### config.mk
export PLATFORM = sky130hd
export DESIGN_NAME = uart_rx
export DESIGN_NICKNAME = d
export VERILOG_FILES = /design/src/rtl/uart_pkg.sv /design/src/rtl/uart_rx_sampler.sv /design/src/rtl/uart_rx.sv
export SDC_FILE = /design/constraint.sdc
export NUM_CORES = 1
export LEC_CHECK = 0
export BUFFER_PORTS_ARGS = -buffer_cell sky130_fd_sc_hd__buf_2
export CAP_MARGIN = 25
export CORE_MARGIN = 5
export CORE_UTILIZATION = 35
export CTS_CLUSTER_DIAMETER = 30
export DETAILED_ROUTE_END_ITERATION = 8
export PLACE_DENSITY = 0.62
export RECOVER_POWER = 25
export SYNTH_ARGS = -nofsm -noshare
export SYNTH_HDL_FRONTEND = slang
export SYNTH_SLANG_ARGS = --single-unit
### constraint.sdc
create_clock -name CLK -period 8.9 [get_ports CLK]
set_input_delay 2.67 -clock CLK [delete_from_list [all_inputs] [get_ports CLK]]
set_output_delay 2.67 -clock CLK [all_outputs]
set_load 0.05 [all_outputs]
### src/rtl/uart_pkg.sv
// Shared types and constants for the UART receiver.
//   rx_state_e : receiver FSM states
//   PAR_*      : meaning of the PAR_TYP input
//   START_BIT / STOP_BIT : line levels of the framing bits
package uart_pkg;
  localparam int   DATA_WIDTH_DEF = 8;
  localparam logic PAR_EVEN  = 1'b0;
  localparam logic PAR_ODD   = 1'b1;
  localparam logic START_BIT = 1'b0;
  localparam logic STOP_BIT  = 1'b1;

  typedef enum logic [2:0] {IDLE, START, DATA, PARITY, STOP} rx_state_e;
endpackage

### src/rtl/uart_rx_sampler.sv
// Bit-period timing and 2-of-3 majority sampling for the UART receiver.
// Ports:
//   clk, rst       : clock, synchronous active-high reset
//   rx_in          : serial line (already synchronised)
//   prescale       : clocks per bit (P)
//   clr_i          : force edge counter and samples to 0 (FSM heading to IDLE)
//   load_i         : start of frame; edge counter loads 1 (start sample = edge 0)
//   bit_o          : majority of the three mid-bit samples
//   bit_done_o     : edge_cnt == P-1 (last clock of the bit period)
//   sample_done_o  : edge_cnt == H+2 (bit_o is valid)
module uart_rx_sampler #(
  parameter int PRESC_W = 6
) (
  input  logic               clk,
  input  logic               rst,
  input  logic               rx_in,
  input  logic [PRESC_W-1:0] prescale,
  input  logic               clr_i,
  input  logic               load_i,
  output logic               bit_o,
  output logic               bit_done_o,
  output logic               sample_done_o
);
  logic [PRESC_W-1:0] edge_cnt_q, edge_cnt_d;
  logic [2:0]         smp_q, smp_d;
  logic [PRESC_W-1:0] p_last;
  logic [PRESC_W:0]   half, cnt_x;

  // One extra bit on the mid-bit compares so H+2 cannot alias for any P.
  assign p_last = prescale - PRESC_W'(1);
  assign half   = {2'b00, prescale[PRESC_W-1:1]};
  assign cnt_x  = {1'b0, edge_cnt_q};

  assign bit_done_o    = (edge_cnt_q == p_last);
  assign sample_done_o = (cnt_x == half + (PRESC_W+1)'(2));
  assign bit_o         = (smp_q[0] & smp_q[1]) | (smp_q[0] & smp_q[2]) | (smp_q[1] & smp_q[2]);

  always_comb begin
    edge_cnt_d = edge_cnt_q;
    smp_d      = smp_q;
    if (clr_i) begin
      edge_cnt_d = '0;
      smp_d      = '0;
    end else if (load_i) begin
      edge_cnt_d = PRESC_W'(1);
    end else begin
      // Equality wrap plus natural overflow: the counter always cycles,
      // even for unsupported prescale values.
      edge_cnt_d = bit_done_o ? '0 : edge_cnt_q + PRESC_W'(1);
      if (cnt_x == half - (PRESC_W+1)'(1)) smp_d[0] = rx_in;
      if (cnt_x == half)                   smp_d[1] = rx_in;
      if (cnt_x == half + (PRESC_W+1)'(1)) smp_d[2] = rx_in;
    end
  end

  always_ff @(posedge clk) begin
    if (rst) begin
      edge_cnt_q <= '0;
      smp_q      <= '0;
    end else begin
      edge_cnt_q <= edge_cnt_d;
      smp_q      <= smp_d;
    end
  end
endmodule

### src/rtl/uart_rx.sv
// UART receiver: start, DATA_WIDTH data bits LSB-first, optional parity, stop.
// Ports:
//   CLK, RST   : clock (= oversampling clock), synchronous active-high reset
//   RX_IN      : serial line, idles high
//   PRESCALE   : clocks per bit (8/16/32), change only while idle
//   PAR_EN     : parity bit present; PAR_TYP 0 = even, 1 = odd
//   P_DATA     : last good byte, held between frames
//   DATA_VALID : 1-cycle pulse when P_DATA updates
//   PAR_ERR    : 1-cycle pulse, parity mismatch (frame dropped)
//   STP_ERR    : 1-cycle pulse, stop bit low (frame dropped, beats PAR_ERR)
module uart_rx
  import uart_pkg::*;
#(
  parameter int DATA_WIDTH = DATA_WIDTH_DEF,
  parameter int PRESC_W    = 6
) (
  input  logic                  CLK,
  input  logic                  RST,
  input  logic                  RX_IN,
  input  logic [PRESC_W-1:0]    PRESCALE,
  input  logic                  PAR_EN,
  input  logic                  PAR_TYP,
  output logic [DATA_WIDTH-1:0] P_DATA,
  output logic                  DATA_VALID,
  output logic                  PAR_ERR,
  output logic                  STP_ERR
);
  localparam int BCW = (DATA_WIDTH > 1) ? $clog2(DATA_WIDTH) : 1;
  localparam logic [BCW-1:0] LAST_BIT = BCW'(DATA_WIDTH - 1);

  rx_state_e             state_q, state_d;
  logic [BCW-1:0]        bit_cnt_q, bit_cnt_d;
  logic [DATA_WIDTH-1:0] shreg_q, shreg_d;
  logic [DATA_WIDTH-1:0] p_data_q, p_data_d;
  logic par_en_q, par_en_d, par_typ_q, par_typ_d, par_fail_q, par_fail_d;
  logic dv_q, dv_d, pe_q, pe_d, se_q, se_d;
  logic rx_bit, bit_done, sample_done;

  uart_rx_sampler #(.PRESC_W(PRESC_W)) u_sampler (
    .clk           (CLK),
    .rst           (RST),
    .rx_in         (RX_IN),
    .prescale      (PRESCALE),
    .clr_i         (state_d == IDLE),
    .load_i        (state_q == IDLE),
    .bit_o         (rx_bit),
    .bit_done_o    (bit_done),
    .sample_done_o (sample_done)
  );

  always_comb begin
    state_d    = state_q;
    bit_cnt_d  = bit_cnt_q;
    shreg_d    = shreg_q;
    p_data_d   = p_data_q;
    par_en_d   = par_en_q;
    par_typ_d  = par_typ_q;
    par_fail_d = par_fail_q;
    dv_d       = 1'b0;
    pe_d       = 1'b0;
    se_d       = 1'b0;
    case (state_q)
      IDLE: if (RX_IN == START_BIT) begin
        state_d    = START;
        par_en_d   = PAR_EN;
        par_typ_d  = PAR_TYP;
        par_fail_d = 1'b0;
        bit_cnt_d  = '0;
      end
      START: begin
        if (sample_done && rx_bit != START_BIT) state_d = IDLE;  // glitch
        else if (bit_done) begin
          state_d   = DATA;
          bit_cnt_d = '0;
        end
      end
      DATA: begin
        if (sample_done) shreg_d = {rx_bit, shreg_q[DATA_WIDTH-1:1]};
        if (bit_done) begin
          if (bit_cnt_q == LAST_BIT) state_d = par_en_q ? PARITY : STOP;
          else bit_cnt_d = bit_cnt_q + BCW'(1);
        end
      end
      PARITY: begin
        if (sample_done) par_fail_d = (rx_bit != (^shreg_q ^ (par_typ_q != PAR_EVEN)));
        if (bit_done) state_d = STOP;
      end
      STOP: begin
        // Leave at the stop sample point so a back-to-back start edge is caught.
        if (sample_done) begin
          state_d = IDLE;
          if (rx_bit != STOP_BIT) se_d = 1'b1;
          else if (par_fail_q)    pe_d = 1'b1;
          else begin
            p_data_d = shreg_q;
            dv_d     = 1'b1;
          end
        end else if (bit_done) begin
          state_d = IDLE;  // only reachable with unsupported prescale values
        end
      end
      default: state_d = IDLE;
    endcase
  end

  always_ff @(posedge CLK) begin
    if (RST) begin
      state_q    <= IDLE;
      bit_cnt_q  <= '0;
      shreg_q    <= '0;
      p_data_q   <= '0;
      par_en_q   <= 1'b0;
      par_typ_q  <= 1'b0;
      par_fail_q <= 1'b0;
      dv_q       <= 1'b0;
      pe_q       <= 1'b0;
      se_q       <= 1'b0;
    end else begin
      state_q    <= state_d;
      bit_cnt_q  <= bit_cnt_d;
      shreg_q    <= shreg_d;
      p_data_q   <= p_data_d;
      par_en_q   <= par_en_d;
      par_typ_q  <= par_typ_d;
      par_fail_q <= par_fail_d;
      dv_q       <= dv_d;
      pe_q       <= pe_d;
      se_q       <= se_d;
    end
  end

  assign P_DATA     = p_data_q;
  assign DATA_VALID = dv_q;
  assign PAR_ERR    = pe_q;
  assign STP_ERR    = se_q;
endmodule

### After elaboration in Yosys (flattened, before gate mapping)

Cells that the tools add are included.

| storage, ports and cells | value |
|---|---|
| register bits after elaboration | 37 |
| input bits | 11 |
| output and inout bits | 11 |
| logic and storage cells | 92 |

| cells by class | value |
|---|---|
| $add $sub $neg | 6 |
| equal/unequal tests | 17 |
| multiplexer cells | 24 |
| bitwise operators | 12 |
| reduce and logical (&&, ||, !) cells | 18 |

Operators by type and width:

| kind | count |
|---|---|
| 3-bit two-way mux | 14 |
| 6-bit by 7-bit equality test with 1-bit output | 3 |
| 3-bit case mux with 5 select lines | 1 |
| 2-bit AND reduction | 5 |
| 3-bit case mux with 3 select lines | 1 |
| 2-bit inequality test, second input constant | 4 |
| 4-bit OR reduction | 2 |
| 8-bit XOR reduction | 1 |
| 1-bit two-way mux | 7 |
| 5-bit by 1-bit adder with 6-bit output, second input constant | 1 |
| 5-bit by 2-bit adder with 6-bit output, second input constant | 1 |
| 6-bit by 1-bit adder with 6-bit output, second input constant | 1 |
| 3-bit by 2-bit equality test with 1-bit output, second input constant | 2 |
| 3-bit equality test, second input constant | 2 |
| 6-bit by 5-bit equality test with 1-bit output | 1 |
| 6-bit equality test | 1 |
| 3-bit logical NOT | 2 |
| 1-bit inverter | 6 |
| 6-bit AND reduction | 1 |
| 5-bit by 1-bit subtractor with 6-bit output, second input constant | 1 |
| 6-bit by 1-bit subtractor with 6-bit output, second input constant | 1 |
| 2-bit by 1-bit inequality test with 1-bit output, second input constant | 2 |
| 4-bit AND reduction | 1 |
| 3-bit by 1-bit adder with 3-bit output, second input constant | 1 |
| 12 further kinds | 15 |

### Depth between registers and ports, before layout

Gate-level depths: netlist (run 1).

| logic depth | value |
|---|---|
| depth in word-level cells | 8 |
| depth in mapped cells | 10 |
| mapped depth without buffers | 8 |

### Hierarchy

A second synthesis (run 1) with hierarchy kept.

| unflattened totals | value |
|---|---|
| cell total of the unflattened synthesis | 263 |
| area, all modules | 2,302.2 um^2 |

By module, submodules not included:

| module | times used | cells an instance | area an instance (um^2) | seq. area each (um^2) |
|---|---|---|---|---|
| uart_rx | 1 | 142 | 1,290.0 | 560.5 |
| uart_rx_sampler | 1 | 121 | 1,012.2 | 180.2 |

### Worst setup path before layout (run 1)

No wires, ideal clock.

| timing path | value |
|---|---|
| kind | input -> register |
| start point | input PRESCALE[3] |
| end point | register bit_cnt_q[0] |
| setup time | 0.070 ns |
| arrival | 4.677 ns |
| data required time | 8.830 ns |
| path slack | 4.153 ns |
| stages | 9 |
| buffers on the path | 1 |
| path through | buf_4 -> inv_1 -> ha_1 -> or2b_1 -> and3_2 -> a2111oi_4 -> a2bb2oi_2 -> or4b_1 -> a21oi_1 |

| on the way | value |
|---|---|
| longest elaborated chain between the ends | 5 |
| elaborated cells on any way between the ends | 9 |
| classes of those cells | 2 x add/sub; 5 x eq/ne; 2 x reduce/logical |

Ends and longest elaborated chain:

| item | line | RTL |
|---|---|---|
| from (decl) | uart_rx.sv:20 | `input logic [PRESC_W-1:0] PRESCALE,` |
| 5-bit by 2-bit adder with 6-bit output | uart_rx_sampler.sv:35 | `assign sample_done_o = (cnt_x == half + (PRESC_W+1)'(2));` |
| 6-bit by 7-bit equality test with 1-bit output | uart_rx_sampler.sv:35 |  |
| 1-bit logical AND | uart_rx.sv:71 | `if (sample_done && rx_bit != START_BIT) state_d = IDLE;` |
| 2-bit inequality test (no source line) | - |  |
| 6-bit AND reduction (no source line) (*) | - |  |
| to (signal assigned) | uart_rx.sv:120 | `bit_cnt_q <= bit_cnt_d;` |
| to (decl) | uart_rx.sv:32 | `logic [BCW-1:0] bit_cnt_q, bit_cnt_d;` |

Mark *: on every way between the ends. The rest lies on a longest branch, timed or not.
A chain may end at the register's enable or synchronous reset.

### Final worst setup path (run 1)

| timing path | value |
|---|---|
| start point | input PRESCALE[3] |
| end point | register p_data_q[0] (netlist: P_DATA[0]) |

| on the way | value |
|---|---|
| longest elaborated chain between the ends | 3 |

Ends and longest elaborated chain:

| item | line | RTL |
|---|---|---|
| 5-bit by 2-bit adder with 6-bit output | uart_rx_sampler.sv:35 |  |
| 6-bit by 7-bit equality test with 1-bit output | uart_rx_sampler.sv:35 |  |
| 4-bit AND reduction (no source line) | - |  |
| to (signal assigned) | uart_rx.sv:122 | `p_data_q <= p_data_d;` |
| to (decl) | uart_rx.sv:34 | `logic [DATA_WIDTH-1:0] p_data_q, p_data_d;` |

Every way passes these cells.

==> run_results.csv, run 1 <==
group,metric,value,unit
worst_setup_path,startpoint_type,"input pin",
outcome,status,"completed",
cts,path_clk_slew,0.08,ns
routing,viasPerCell,5.43,
cts,cts-root-buf,"clkbuf_8",
power_and_ir_drop,p_comb_frac,0.136,
cts,cts_buffer_depth,2,
power_and_ir_drop,seq_power_share,0.464,
power_and_ir_drop,p_sw,97.6,µW
cts,cts_resized,0,
routing,route.vias.total,1989,
synth,synth_warnings,0,
floorplan,boundaryPins,22,
placed_design,gp_congestion,0.848,
cts,cts_buffers,5,
power_and_ir_drop,powerDensity,142,mW/mm²
cts,cts_setup_buffers,0,
timing,fin_crit,5.16,ns
synth,synth_area,0.00241,mm²
synth,synth_ff_type,"dfxtp_1",
routing,drc,0,
timing,hold_viol_final,0,
worst_setup_path,crit_type,"input pin to flip-flop",
cts,cts_tree,"built",
finish,final_nets,306,
placed_design,dp_hpwl,3820,µm
power_and_ir_drop,p_leak,0.941,nW
timing,fin_setup_tns,0,ns
routing,first_pass_iters,4,
synth,netlist.area_leader.share,0.307,
finish,syn_to_final_growth,7.88,%
placed_design,port_buffers,21,
routing,antenna_left,0,
synth,synth.avg_cell_area,8.87,µm²
worst_setup_path,critPathRequiredTime,9.07,ns
power_and_ir_drop,swShare,0.265,
timing,fin_skew,0.00938,ns
hold_path,min_path_type,"flip-flop to flip-flop",
floorplan,fp.dieH,93.0,µm
timing,slew_viol_final,0,
timing,tightestPinTransition,0.715,ns
power_and_ir_drop,vdd_ir_drop_max,0.0542,mV
synth,yosys-top-cells-area,"dfxtp_1 (31%), xnor2_1 (7.3%), mux2i_1 (5.4%)",
global_routing,antenna_found_initial,0,
global_routing,grt_pass1_vias,1863,
cts,clock_latency,0.29,ns
finish,final_cells,366,
power_and_ir_drop,p_int,271,µW
job,maxCapViolCount,0,
timing,finalCritPeriodShare,0.579,
synth,synth-edff-count,0,
global_routing,grt_max_degree,29,
worst_setup_path,r2r_start,"u_sampler.edge_cnt_q[3]",
routing,drtIter0Drc,122,
cts,clock_sinks,37,
finish,drive_above_1_share,0.122,
cts,hold_buffers,0,
placed_design,post-place-ws,3.47,ns
global_routing,grt_pass1_wl,8970,µm
floorplan,rows,30,
timing,fmax,194,MHz
routing,post_drt_wl_per_cell,14.6,µm
synth,synth_cell_types,59,
worst_setup_path,crit_arrival,5.32,ns
placed_design,placed_cells,358,
floorplan,dieArea,0.00865,mm²
global_routing,grt-ovfl-total,0,
power_and_ir_drop,clockPowerShare,0.399,
floorplan,initial_core_util,0.357,
synth,ys_top_cells_by_count,"dfxtp_1 (37), nand3_1 (21), xnor2_1 (20)",
synth,synth_top_cell_by_area,"dfxtp_1",
worst_setup_path,end_kind,"flip-flop",
synth,synth_nets,293,
timing,relSlewSlack,0.511,
synth,synthCells,272,
synth,synthMostInstantiatedCell,"dfxtp_1",
synth,ys_ff_latch,37,
floorplan,core,0.00676,mm²
hold_path,min_from,"bit_cnt_q[1]",
power_and_ir_drop,finalPower,368,µW
worst_setup_path,cp_max_fo,20,
finish,diodes,0,
global_routing,grt_use_total,0.129,
synth,async_flop_share,0,
timing,setup_slack,3.74,ns
floorplan,die_w,93.0,µm
worst_setup_path,startpoint,"PRESCALE[3]",
routing,routed_wirelength,5330,µm
finish,fillers,718,
timing,grt_setup_unrepaired,"no",
cts,htreeDepth,2,
timing,finalSetupViolations,0,
synth,synth_seq_area_share,0.307,
[power groups by stage]
stage,sequential (mW),combinational [mW],clock (mW)
6_report,0.171,0.0503,0.147
5_1_grt,0.171,0.0559,0.161
4_1_cts,0.171,0.0505,0.152
3_5_place_dp,0.175,0.0503,0
3_3_place_gp,0.175,0.0495,0
2_1_floorplan,0.173,0.0428,0
[flip-flops by register name, summed over array words and instances, names as in the netlist]
signal	cells
DATA_VALID	1
PAR_ERR	1
P_DATA	8
STP_ERR	1
bit_cnt_q	3
par_en_q	1
par_fail_q	1
par_typ_q	1
shreg_q	8
state_q	3
u_sampler.edge_cnt_q	6
u_sampler.smp_q	3
[logic make-up after synthesis]
family	synth area share
AOI/OAI and AO/OA	0.201
adders and majority gates	0.0560
buffers and inverters	0.0700
DFF	0.307
and+or+nand+nor	0.197
xor gates and xnor gates	0.116
muxes	0.0539
[worst max-delay path, cell delays in order]
cell and delay (ns):
buf_2 0.17, ha_1 0.25, o21ba_2 0.21, a221oi_1 0.35, o2111a_1 0.72, and4b_1 0.64, mux2i_1 0.24, nor2_1 0.06
[layout make-up]
class / instances / area [µm²] / area share
Multi-Input combinational cell: 207 / 1500 / 0.577
Sequential cell: 37 / 741 / 0.285
Tap cell: 80 / 100 / 0.0385
Timing Repair Buffer: 22 / 98.8 / 0.0380
Clock buffer: 5 / 68.8 / 0.0264
Clock inverter: 3 / 46.3 / 0.0178
Inverter: 12 / 45.0 / 0.0173
[metrics by stage]
stage | hold slack, ns | utilization | cell area (µm²)
after detailed placement | 0.464 | 0.370 | 2500
after global routing | 0.514 | 0.385 | 2600
after global placement | 0.462 | 0.370 | 2500
after floorplan | 0.422 | - | 2410
final | 0.480 | 0.385 | 2600
after CTS | 0.484 | 0.387 | 2620
[layout by cell type (no fill, tap or decap), types with 2 or more instances in the layout]
cell / instances
dfxtp_1: 37
nand3_1: 21
xnor2_1: 20
nor2_1: 19
a21oi_1: 17
nand2_1: 16
mux2i_1: 13
inv_1: 12
a31oi_1: 12
clkbuf_1: 11
o21ai_0: 10
xor2_1: 10
ha_1: 10
buf_2: 10
clkbuf_8: 5
nand3b_1: 3
nor4b_1: 3
a211oi_1: 3
nand4b_1: 3
or3_1: 2
nor2b_1: 2
o2111a_1: 2
a41oi_1: 2
and3_2: 2
or2b_1: 2
a2111oi_4: 2
nor3_1: 2
a2111oi_0: 2
o211ai_1: 2
[routing by layer]
layer,global-route usage,vias to the layer above,share of wire
li1,-,1004,-
met1,0.173,948,0.48
met2,0.204,31,0.46
met3,0.0322,6,0.044
met4,0.0366,0,0.011
met5,0,-,0
[worst paths after layout]
path | end | slack, ns | cells after the start
worst max register to register | P_DATA[0] | 5.96 | 6
worst min-delay path | bit_cnt_q[1] | 0.48 | 2
worst max-delay path | P_DATA[0] | 3.74 | 8
worst min register to register | bit_cnt_q[1] | 0.48 | 2
(Power assumes the default switching activity.)
==> run 2: changes to the inputs <==
Clock period 8.9 ns to 5.2 ns, I/O delays scaled along.
==> run 2 against run 1 <==
Effect of this change: combinational power rose by 72%; critical path depth rose by 1; power rose by 56%; largest power group unchanged.
==> run_results.csv, run 2 (synthesis gave the netlist of run 1 again) <==
group,metric,value,unit
timing,hold_viol_final,0,
global_routing,grt_pass1_wl,9030,µm
job,maxCapViolCount,0,
cts,path_clk_slew,0.08,ns
timing,grt_setup_unrepaired,"no",
worst_setup_path,startpoint_type,"input pin",
timing,relSlewSlack,0.544,
worst_setup_path,r2r_start,"u_sampler.edge_cnt_q[3]",
cts,cts-root-buf,"clkbuf_8",
worst_setup_path,path_delay_family,"compound AO/OA/AOI/OAI gates",
floorplan,fp.dieH,93.0,µm
floorplan,die_w,93.0,µm
cts,cts_buffers,5,
floorplan,dieArea,0.00865,mm²
placed_design,gp_congestion,0.897,
floorplan,initial_core_util,0.357,
routing,viasPerCell,5.37,
timing,fin_skew,0.00882,ns
routing,antenna_left,0,
finish,multi_input_area,0.00150,mm²
outcome,status,"completed",
routing,drtIter0Drc,75,
worst_setup_path,end_kind,"flip-flop",
global_routing,grt_pass1_vias,1892,
hold_path,min_path_type,"flip-flop to flip-flop",
routing,first_pass_iters,4,
cts,hold_buffers,0,
placed_design,post-place-ws,1.09,ns
routing,drc,0,
global_routing,antenna_found_initial,0,
global_routing,grt_use_total,0.129,
placed_design,port_buffers,21,
global_routing,grt-ovfl-total,0,
floorplan,rows,30,
timing,finalCritPeriodShare,0.733,
finish,fillers,698,
cts,cts_setup_buffers,0,
cts,cts_tree,"built",
worst_setup_path,cp_slowest_cell,"and4b_1",
finish,final_cells,367,
timing,setup_slack,1.39,ns
finish,syn_to_final_growth,7.00,%
cts,clock_sinks,37,
finish,final_common_cell,"dfxtp_1",
hold_path,min_from,"bit_cnt_q[1]",
timing,fin_crit,3.81,ns
timing,fmax,262,MHz
floorplan,core,0.00676,mm²
finish,seq_area,741,µm²
worst_setup_path,path_buf_inv,2,
timing,slew_viol_final,0,
routing,route.vias.total,1972,
cts,clock_latency,0.29,ns
finish,diodes,0,
placed_design,dp_hpwl,3900,µm
worst_setup_path,crit_arrival,3.98,ns
global_routing,grt_max_degree,29,
floorplan,boundaryPins,22,
power_and_ir_drop,vdd_ir_drop_max,0.0912,mV
cts,cts_resized,0,
routing,routed_wirelength,5330,µm
finish,final_nets,307,
timing,tightestPinTransition,0.667,ns
finish,drive_above_1_share,0.125,
power_and_ir_drop,powerDensity,223,mW/mm²
timing,hold_ws,0.487,ns
worst_setup_path,slowest_delay,0.55,ns
timing,fin_setup_tns,0,ns
routing,post_drt_wl_per_cell,14.5,µm
finish,final_cell_mix,"dfxtp_1 (37), nand3_1 (21), xnor2_1 (20)",
worst_setup_path,startpoint,"PRESCALE[3]",
worst_setup_path,critPathRequiredTime,5.36,ns
placed_design,placed_cells,359,
cts,cts_buffer_depth,2,
worst_setup_path,crit_type,"input pin to flip-flop",
worst_setup_path,crit_chain,"buf_2 > ha_1 > o21ba_2 > a221oi_1 > o2111a_1 > buf_4 > and4b_1 > mux2i_1 > nor2_1",
worst_setup_path,cp_max_fo,19,
cts,htreeDepth,2,
power_and_ir_drop,p_leak,0.936,nW
timing,finalSetupViolations,0,
run 2: changes by cell type in the layout (fill, tap and decap cells not counted):
cell	delta
buf_4	+1
bufinv_16	-1
clkinv_2	+2
clkinv_4	-1
run 2: final cells by class:
type,instances,share of cell area
timing repair buffer,23,0.0412
clock buffer,5,0.0267
inverter,12,0.0175
sequential,37,0.287
multi-input combinational,207,0.582
clock inverter,3,0.00679
tap,80,0.0388
run 2: worst paths after layout:
kind | slack [ns] | cells past startpoint | endpoint
worst max register to register | 2.54 | 7 | P_DATA[3]
worst min-delay path | 0.49 | 2 | bit_cnt_q[1]
worst min register to register | 0.49 | 2 | bit_cnt_q[1]
worst max-delay path | 1.39 | 9 | P_DATA[3]
run 2: per-layer routing:
| metal | GRT usage | wire length, µm |
|---|---|---|
| met1 | 0.168 | 2560 |
| met2 | 0.209 | 2570 |
| met3 | 0.0330 | 177 |
| met4 | 0.0366 | 21 |
| met5 | 0 | 0 |
run 2: where the power goes:
part           switching [mW]  internal, mW
clock network           0.104        0.0925
logic                  0.0523        0.0341
registers             0.00711         0.286
total                   0.163         0.413
run 2: tightest hold or removal path: stages (launching register included):
cell     delay [ns]
dfxtp_1        0.31
o21ai_0        0.07
a21oi_1        0.06
run 2: stage by stage:
stage | utilization | power (mW) | cell area, µm²
floorplan | - | 0.369 | 2410
global placement | 0.371 | 0.385 | 2510
detailed placement | 0.371 | 0.387 | 2510
CTS | 0.384 | 0.582 | 2590
global route | 0.382 | 0.602 | 2580
finish | 0.382 | 0.576 | 2580
==> run 3: changes to the inputs <==
Clock period 5.2 ns to 3.8 ns, I/O delays scaled along.
==> run 3 against run 2 <==
Effect of this change: first-iteration DRC count grew 44%; clock power up 110%; critical path depth did not move; non-clock buffer count increased by 2; utilization grew 1.0 points; sequential power rose by 37%; sequential share of layout area is 0.73 points lower; combinational power is 40% higher.
==> run_results.csv, run 3 (synthesis gave the netlist of run 1 again) <==
group,metric,value,unit
outcome,status,"completed",
power_and_ir_drop,p_comb_frac,0.130,
power_and_ir_drop,vdd_ir_drop_max,0.263,mV
routing,drtIter0Drc,108,
timing,setup_slack,0.495,ns
cts,cts_buffers,5,
finish,final_cell_mix,"dfxtp_1 (37), nand3_1 (21), xnor2_1 (20)",
cts,cts_setup_buffers,0,
placed_design,post_dp_cell_area,0.00252,mm²
routing,route.vias.total,2037,
power_and_ir_drop,p_int,703,µW
global_routing,grt-ovfl-total,0,
routing,post_drt_wl_per_cell,14.6,µm
timing,fin_crit,3.31,ns
global_routing,grt_max_degree,29,
routing,first_pass_iters,4,
power_and_ir_drop,powerDensity,352,mW/mm²
cts,clock_sinks,37,
worst_setup_path,path_delay_family,"compound AO/OA/AOI/OAI gates",
cts,htreeDepth,2,
worst_setup_path,crit_chain,"buf_2 > inv_1 > ha_1 > nor3b_2 > nand3_2 > a2111oi_4 > a211oi_1 > nand4b_1 > a31oi_1",
placed_design,placed_cells,361,
power_and_ir_drop,finalPower,933,µW
floorplan,rows,30,
power_and_ir_drop,clockPowerShare,0.440,
timing,hold_viol_final,0,
global_routing,grt_pass1_wl,9310,µm
worst_setup_path,r2r_start,"u_sampler.edge_cnt_q[3]",
global_routing,antenna_found_initial,0,
cts,cts-root-buf,"clkbuf_8",
worst_setup_path,end_kind,"flip-flop",
worst_setup_path,startpoint_type,"input pin",
timing,finalSetupViolations,0,
job,maxCapViolCount,0,
global_routing,grt_use_total,0.132,
finish,syn_to_final_growth,9.80,%
power_and_ir_drop,swShare,0.247,
worst_setup_path,r2r_slack,1.33,ns
floorplan,initial_core_util,0.357,
cts,path_clk_slew,0.08,ns
timing,finalCritPeriodShare,0.870,
finish,final_common_cell,"dfxtp_1",
cts,cts_buffer_depth,2,
routing,routed_wirelength,5400,µm
worst_setup_path,crit_arrival,3.52,ns
worst_setup_path,path_buf_inv,2,
timing,slew_viol_final,0,
cts,clock_latency,0.29,ns
placed_design,post-place-ws,0.211,ns
finish,final_cells,369,
worst_setup_path,cp_num_cells,9,
worst_setup_path,cp_max_fo,10,
power_and_ir_drop,seq_power_share,0.430,
routing,drc,0,
worst_setup_path,worst_r2r_path_depth,6,
finish,final_nets,309,
floorplan,die_w,93.0,µm
cts,cts_tree,"built",
routing,antenna_left,0,
worst_setup_path,cp_slowest_cell,"a2111oi_4",
timing,relSlewSlack,0.595,
power_and_ir_drop,p_leak,0.974,nW
worst_setup_path,critPathRequiredTime,4.02,ns
finish,diodes,0,
hold_path,min_path_type,"flip-flop to flip-flop",
floorplan,dieArea,0.00865,mm²
floorplan,core,0.00676,mm²
cts,cts_resized,0,
worst_setup_path,crit_path_end,"u_sampler.smp_q[0]",
finish,fillers,676,
routing,viasPerCell,5.52,
worst_setup_path,crit_type,"input pin to flip-flop",
timing,tightestPinTransition,0.610,ns
timing,grt_setup_unrepaired,"no",
finish,finalInstanceArea,0.00265,mm²
timing,fmax,303,MHz
timing,fin_skew,0.0114,ns
placed_design,port_buffers,21,
floorplan,fp.dieH,93.0,µm
placed_design,gp_congestion,0.906,
floorplan,boundaryPins,22,
worst_setup_path,slowest_delay,0.58,ns
cts,hold_buffers,0,
worst_setup_path,r2r-end,"u_sampler.smp_q[0]",
timing,fin_setup_tns,0,ns
placed_design,dp_hpwl,3940,µm
worst_setup_path,startpoint,"PRESCALE[2]",
finish,drive_above_1_share,0.135,
power_and_ir_drop,p_sw,230,µW
global_routing,grt_pass1_vias,1938,
## run 3: cell count changes in the layout (fill, tap and decap cells not counted)
cell	change
buf_2	+1
buf_4	+2
bufinv_16	+2
clkbuf_1	-1
clkinv_2	-2
clkinvlp_4	-1
inv_6	+1
## run 3: power by group through the flow
stage,Clock (mW),Combinational (mW),Sequential [mW]
global route,0.437,0.136,0.403
floorplan,0,0.100,0.405
global placement,0,0.118,0.410
detailed placement,0,0.120,0.410
finish,0.411,0.121,0.402
CTS,0.421,0.120,0.401
## run 3: layer usage
metal,vias up,track usage,share of wire
met5,-,0,0
met4,0,0.0427,0.019
met3,12,0.0314,0.051
met2,47,0.204,0.45
met1,963,0.181,0.48
li1,1015,-,-
## run 3: how the worst min path moves through the flow
stage	from	endpoint	cells past startpoint
after CTS	par_fail_q	DATA_VALID	1
after detailed placement	par_fail_q	DATA_VALID	1
after global routing	par_fail_q	DATA_VALID	1
final	par_fail_q	DATA_VALID	1
after floorplan	par_fail_q	DATA_VALID	1
after global placement	par_fail_q	DATA_VALID	1
## run 3: layout make-up
class                   count  area [µm²]  share of cell area
multi-input cells         207        1500               0.567
flip-flops and latches     37         741               0.280
repair buffers             25         123              0.0463
well taps                  80         100              0.0378
clock buffers               5        68.8              0.0260
clock inverters             3        68.8              0.0260
inverters                  12        45.0              0.0170
## run 3: through the flow
| stage | utilization | hold slack, ns |
|---|---|---|
| after floorplan | - | 0.422 |
| after global placement | 0.374 | 0.452 |
| after detailed placement | 0.374 | 0.461 |
| after CTS | 0.394 | 0.470 |
| after global routing | 0.392 | 0.506 |
| final | 0.392 | 0.469 |
